`src/rtl/rv32i_ctrl_pkg.sv`:
```
// Shared types and encodings for the RV32I multicycle control unit.
// The state enum, opcodes and datapath mux selects are defined here so the FSM and ALU decoder agree.
package rv32i_ctrl_pkg;

  typedef enum logic [3:0] {
    S_FETCH,
    S_DECODE,
    S_MEMADR,
    S_MEMREAD,
    S_MEMWB,
    S_MEMWRITE,
    S_EXECR,
    S_EXECI,
    S_AUIPC,
    S_ALUWB,
    S_BRANCH,
    S_JAL,
    S_JALR,
    S_LUI
  } state_t;

  typedef enum logic [1:0] {
    ALUOP_ADD,
    ALUOP_SUB,
    ALUOP_RTYPE,
    ALUOP_ITYPE
  } alu_op_t;

  localparam logic [6:0] OP_LOAD   = 7'b0000011;
  localparam logic [6:0] OP_STORE  = 7'b0100011;
  localparam logic [6:0] OP_RTYPE  = 7'b0110011;
  localparam logic [6:0] OP_ITYPE  = 7'b0010011;
  localparam logic [6:0] OP_AUIPC  = 7'b0010111;
  localparam logic [6:0] OP_BRANCH = 7'b1100011;
  localparam logic [6:0] OP_JAL    = 7'b1101111;
  localparam logic [6:0] OP_JALR   = 7'b1100111;
  localparam logic [6:0] OP_LUI    = 7'b0110111;

  localparam logic [1:0] RES_ALU  = 2'b00;
  localparam logic [1:0] RES_READ = 2'b01;
  localparam logic [1:0] RES_PC4  = 2'b10;
  localparam logic [1:0] RES_IMM  = 2'b11;

  localparam logic [1:0] SRCA_PC    = 2'b00;
  localparam logic [1:0] SRCA_OLDPC = 2'b01;
  localparam logic [1:0] SRCA_RS1   = 2'b10;

  localparam logic [1:0] SRCB_RS2  = 2'b00;
  localparam logic [1:0] SRCB_IMM  = 2'b01;
  localparam logic [1:0] SRCB_FOUR = 2'b10;

  localparam logic [2:0] ALU_ADD = 3'b000;
  localparam logic [2:0] ALU_SUB = 3'b001;
  localparam logic [2:0] ALU_AND = 3'b010;
  localparam logic [2:0] ALU_OR  = 3'b011;
  localparam logic [2:0] ALU_SLT = 3'b101;

  // Unknown opcodes fall back to FETCH, so they retire as a NOP.
  function automatic state_t decode_next(input logic [6:0] opcode);
    case (opcode)
      OP_LOAD, OP_STORE: return S_MEMADR;
      OP_RTYPE:          return S_EXECR;
      OP_ITYPE:          return S_EXECI;
      OP_AUIPC:          return S_AUIPC;
      OP_BRANCH:         return S_BRANCH;
      OP_JAL:            return S_JAL;
      OP_JALR:           return S_JALR;
      OP_LUI:            return S_LUI;
      default:           return S_FETCH;
    endcase
  endfunction

endpackage

```
`src/rtl/alu_dec.sv`:
```
// ALU operation decoder: turns the FSM's coarse alu_op plus funct fields into alu_control.
module alu_dec
  import rv32i_ctrl_pkg::*;
(
  input  alu_op_t    alu_op,
  input  logic [2:0] funct3,
  input  logic       funct7b5,
  output logic [2:0] alu_control
);

  // funct7b5 only selects sub for register-register ops; immediates ignore it.
  always_comb begin
    alu_control = ALU_ADD;
    case (alu_op)
      ALUOP_ADD: alu_control = ALU_ADD;
      ALUOP_SUB: alu_control = ALU_SUB;
      ALUOP_RTYPE, ALUOP_ITYPE: begin
        case (funct3)
          3'b000:  alu_control = (alu_op == ALUOP_RTYPE && funct7b5) ? ALU_SUB : ALU_ADD;
          3'b010:  alu_control = ALU_SLT;
          3'b110:  alu_control = ALU_OR;
          3'b111:  alu_control = ALU_AND;
          default: alu_control = ALU_ADD;
        endcase
      end
      default: alu_control = ALU_ADD;
    endcase
  end

endmodule

```
`src/rtl/multicycle_ctrl.sv`:
```
// Moore-style control FSM for a multicycle RV32I datapath.
// Outputs decode from state; the only input-dependent enables are memory-handshake and branch pc_write.
module multicycle_ctrl
  import rv32i_ctrl_pkg::*;
#(
  parameter bit USE_MEM_READY = 1'b1
) (
  input  logic       clk,
  input  logic       reset,
  input  logic [6:0] opcode,
  input  logic [2:0] funct3,
  input  logic       funct7b5,
  input  logic       zero,
  input  logic       mem_ready,
  output logic       pc_write,
  output logic       ir_write,
  output logic       reg_write,
  output logic       mem_write,
  output logic       adr_src,
  output logic [1:0] result_src,
  output logic [1:0] alu_src_a,
  output logic [1:0] alu_src_b,
  output logic [2:0] alu_control
);

  state_t  state;
  alu_op_t alu_op;
  logic    mem_ok;
  logic    branch_taken;

  assign mem_ok = USE_MEM_READY ? mem_ready : 1'b1;

  always_comb begin
    case (funct3)
      3'b000:  branch_taken = zero;
      3'b001:  branch_taken = ~zero;
      default: branch_taken = 1'b0;
    endcase
  end

  always_ff @(posedge clk) begin
    if (reset) begin
      state <= S_FETCH;
    end else begin
      case (state)
        S_FETCH:                   if (mem_ok) state <= S_DECODE;
        S_DECODE:                  state <= decode_next(opcode);
        S_MEMADR:                  state <= opcode[5] ? S_MEMWRITE : S_MEMREAD;
        S_MEMREAD:                 if (mem_ok) state <= S_MEMWB;
        S_MEMWRITE:                if (mem_ok) state <= S_FETCH;
        S_EXECR, S_EXECI, S_AUIPC: state <= S_ALUWB;
        default:                   state <= S_FETCH;
      endcase
    end
  end

  // Write enables are masked during reset so an interrupted store or writeback cannot leak out.
  always_comb begin
    pc_write   = 1'b0;
    ir_write   = 1'b0;
    reg_write  = 1'b0;
    mem_write  = 1'b0;
    adr_src    = 1'b0;
    result_src = RES_ALU;
    alu_src_a  = SRCA_PC;
    alu_src_b  = SRCB_RS2;
    alu_op     = ALUOP_ADD;
    case (state)
      S_FETCH: begin
        alu_src_b = SRCB_FOUR;
        ir_write  = mem_ok;
        pc_write  = mem_ok;
      end
      S_DECODE: begin
        alu_src_a = SRCA_OLDPC;
        alu_src_b = SRCB_IMM;
      end
      S_MEMADR: begin
        alu_src_a = SRCA_RS1;
        alu_src_b = SRCB_IMM;
      end
      S_MEMREAD: adr_src = 1'b1;
      S_MEMWB: begin
        result_src = RES_READ;
        reg_write  = 1'b1;
      end
      S_MEMWRITE: begin
        adr_src   = 1'b1;
        mem_write = 1'b1;
      end
      S_EXECR: begin
        alu_src_a = SRCA_RS1;
        alu_src_b = SRCB_RS2;
        alu_op    = ALUOP_RTYPE;
      end
      S_EXECI: begin
        alu_src_a = SRCA_RS1;
        alu_src_b = SRCB_IMM;
        alu_op    = ALUOP_ITYPE;
      end
      S_AUIPC: begin
        alu_src_a = SRCA_OLDPC;
        alu_src_b = SRCB_IMM;
      end
      S_ALUWB: reg_write = 1'b1;
      S_BRANCH: begin
        alu_src_a = SRCA_RS1;
        alu_src_b = SRCB_RS2;
        alu_op    = ALUOP_SUB;
        pc_write  = branch_taken;
      end
      S_JAL: begin
        result_src = RES_PC4;
        reg_write  = 1'b1;
        pc_write   = 1'b1;
      end
      S_JALR: begin
        alu_src_a  = SRCA_RS1;
        alu_src_b  = SRCB_IMM;
        result_src = RES_PC4;
        reg_write  = 1'b1;
        pc_write   = 1'b1;
      end
      S_LUI: begin
        result_src = RES_IMM;
        reg_write  = 1'b1;
      end
      default: ;
    endcase
    if (reset) begin
      pc_write  = 1'b0;
      ir_write  = 1'b0;
      reg_write = 1'b0;
      mem_write = 1'b0;
    end
  end

  alu_dec u_alu_dec (
    .alu_op      (alu_op),
    .funct3      (funct3),
    .funct7b5    (funct7b5),
    .alu_control (alu_control)
  );

endmodule

```
`config.mk`:
```
export PLATFORM = sky130hd
export DESIGN_NAME = multicycle_ctrl
export DESIGN_NICKNAME = d
export VERILOG_FILES = /design/src/rtl/rv32i_ctrl_pkg.sv /design/src/rtl/alu_dec.sv /design/src/rtl/multicycle_ctrl.sv
export SDC_FILE = /design/constraint.sdc
export NUM_CORES = 1
export LEC_CHECK = 0
export CAP_MARGIN = 10
export CORE_MARGIN = 3
export CORE_UTILIZATION = 25
export CTS_CLUSTER_DIAMETER = 150
export DETAILED_ROUTE_END_ITERATION = 12
export MAX_ROUTING_LAYER = met4
export SLEW_MARGIN = 40
export SYNTH_ARGS = -nofsm -noshare
export SYNTH_HDL_FRONTEND = slang
export SYNTH_SLANG_ARGS = --single-unit
```
`constraint.sdc`:
```
create_clock -name clk -period 2.2 [get_ports clk]
set_input_delay 0.22 -clock clk [delete_from_list [all_inputs] [get_ports clk]]
set_output_delay 0.22 -clock clk [all_outputs]
set_load 0.1 [all_outputs]
```
==> impl_metrics.yaml <==
status:
  status: "finished, final reports clean"
pwr:
  internal_power_mw: 0.2128
  seqPwrFrac_pct: 23.7
  power_density_nw_per_um2: 281.9
  p_total_mw: 0.3489
  power_leakage_nw: 0.4520
  switchingPower_mw: 0.1361
  p_clk_share_pct: 25.6
  switching_share_pct: 39.01
  vdd_drop_max_v: 0.0003315
  comb_power_share_pct: 50.8
cts:
  cts.repair.resized: 0
  ctsHtreeMaxLevel: 1
  cts_setup_buffers: 0
  path_clk_slew_ns: 0.04
  clk_path_buf_depth: 2
  cts_tree: "done"
  ctsHoldBuffers: 0
  cts-root-buf: "clkbuf_4"
  clock_latency_ns: 0.23
  cts.sinks: 4
  cts_buffers: 3
floorplan:
  die_h_um: 58.32
  pin_count: 29
  rows: 18
  floorplan.initialDensity_pct: 26.89
  die_area_um2: 3401
  die_x_um: 58.32
  core_area_um2: 2545
drt:
  vias: 792
  detail_route.first_pass.iterations: 4
  wire_per_inst_um: 12.98
  wl_um: 1973
  ant_nets: 0
  route.detailed.drc: 0
  dr.first_iter.drc_count: 38
  avgViaCountPerCell: 5.211
critical_path:
  setup.worst_path.class: "flip-flop to output pin"
  end_kind: "output pin"
  cp_max_fo: 10
  worstPathRequired_ns: 1.98
  startpoint_type: "flip-flop"
  arrival_ns: 1.77
layout:
  synthToLayoutAreaGrowth_pct: 80.80
  largest_register: "state"
  final_layout_size_suffix_gt1_share_pct: 36.07
  diodes: 0
  largestRegisters: "state: 4 flops"
  nets: 139
  largest_reg_flops: 4
  final_cell_mix: "14 x clkdlybuf4s50_1, 14 x buf_12, 6 x buf_4"
  nFillCells: 241
sta:
  setup_viol: 0
  period_minus_slack_ns: 1.990
  maxSlewViolCount: 0
  skew_ns: 0.0005044
  finalCritPeriodShare_pct: 90.45
  rsz0062_at_grt: "no"
  slew_headroom_pct: 63.90
  worst_pin_slew_ns: 0.5407
  hold-worst-slack_ns: 0.7043
  fmax_ghz: 0.5025
  finalHoldViolations: 0
synth:
  async_flop_share_pct: 0
  synth-edff-count: 0
  netlist_instances: 92
  yosys_warnings: 0
  synth.distinct_cells: 48
  synth_seq_cells: 4
  synth-seq-area-share_pct: 11.70
  avgSynthCellArea_um2: 7.439
  syn-cell-area_um2: 684.4
  dominantRegCellSynth: "dfxtp_1"
  synth_fp_nets: 107
place:
  portBuffers: 28
  dp_hpwl_um: 1634
  gp_congestion: 0.8556
worst_hold_path:
  hp-class: "input pin to flip-flop"
global_route:
  gr-total-overflow: 0
  grt_use_total_pct: 13.30
  grt_pass1_vias: 741
  antenna_found_initial: 0
  grt_pass1_wl_um: 3484
  grt_max_degree: 19
flow_run:
  cap_violations: 0
-- power groups by stage --
stage               sequential [mW]  clock [mW]  combinational [mW]
finish                       0.0826      0.0892               0.177
global route                 0.0835       0.105               0.186
CTS                          0.0825      0.0956               0.178
detailed placement           0.0836           0               0.177
global placement             0.0832           0               0.175
floorplan                    0.0763           0               0.112
-- path summary, 6_finish.rpt --
kind,from,endpoint,slack (ns),cells past startpoint
worst max-delay path,state[1]$_SDFFE_PP0P_,alu_control[0],0.21,5
worst min-delay path,opcode[0],state[3]$_SDFFE_PP0P_,0.70,5
worst max register to register,state[3]$_SDFFE_PP0P_,state[3]$_SDFFE_PP0P_,0.74,4
worst min register to register,state[2]$_SDFFE_PP0P_,state[3]$_SDFFE_PP0P_,0.74,3
-- critical path, cell delays in order, from the launching register on --
cell and delay [ns]:
dfxtp_1 0.55, buf_4 0.26, nor4bb_1 0.24, o21ai_1 0.11
a21boi_2 0.19, buf_12 0.19
-- layer usage --
layer,GRT usage [%],wire (µm),vias up
met4,2.980,0,0
met3,3.509,119,0
met1,16.51,899,364
met5,-,0,-
li1,-,-,405
met2,21.53,954,23
-- metrics by stage --
stage	util (%)	cell area (µm²)	setup TNS (ns)	std cells	worst slack (ns)
floorplan	-	765.7	-0.8127	92	-0.6146
global placement	47.69	1214	0	149	0.2954
detailed placement	47.69	1214	0	149	0.2687
CTS	48.57	1236	0	152	0.1210
global route	48.62	1237	0	152	0.07280
finish	48.62	1237	0	152	0.2101
-- cells by family after synthesis --
family,count (synthesis),synth area share [%]
AOI/OAI and AO/OA,31,30.71
xor gates and xnor gates,4,5.120
buffers and inverters,11,10.24
DFF,4,11.70
muxes,1,1.463
and+or+nand+nor,41,40.77
-- layout make-up --
| type | instances | area [µm²] | share of cell area, % |
|---|---|---|---|
| Multi-Input combinational cell | 77 | 615.6 | 49.75 |
| Timing Repair Buffer | 34 | 465.4 | 37.61 |
| Sequential cell | 4 | 81.33 | 6.572 |
| Tap cell | 30 | 37.54 | 3.033 |
| Clock buffer | 3 | 22.52 | 1.820 |
| Inverter | 4 | 15.01 | 1.213 |
-- Yosys cell counts (2+ instances only) --
cell | number | area [µm²]
o22ai_1 | 2 | 12.51
dfxtp_1 | 4 | 80.08
xnor2_1 | 2 | 17.52
nand2_1 | 5 | 18.77
o21ai_0 | 5 | 25.02
nand2b_1 | 5 | 31.28
a211oi_1 | 2 | 15.01
o21ai_1 | 3 | 15.01
a21oi_1 | 5 | 25.02
inv_1 | 4 | 15.01
nor2_1 | 6 | 22.52
nor3b_1 | 3 | 22.52
nor3_1 | 6 | 30.03
buf_2 | 2 | 10.01
xor2_1 | 2 | 17.52
buf_6 | 3 | 33.78
o21a_1 | 2 | 15.01
Note: power is estimated with default switching activity, not from simulation.
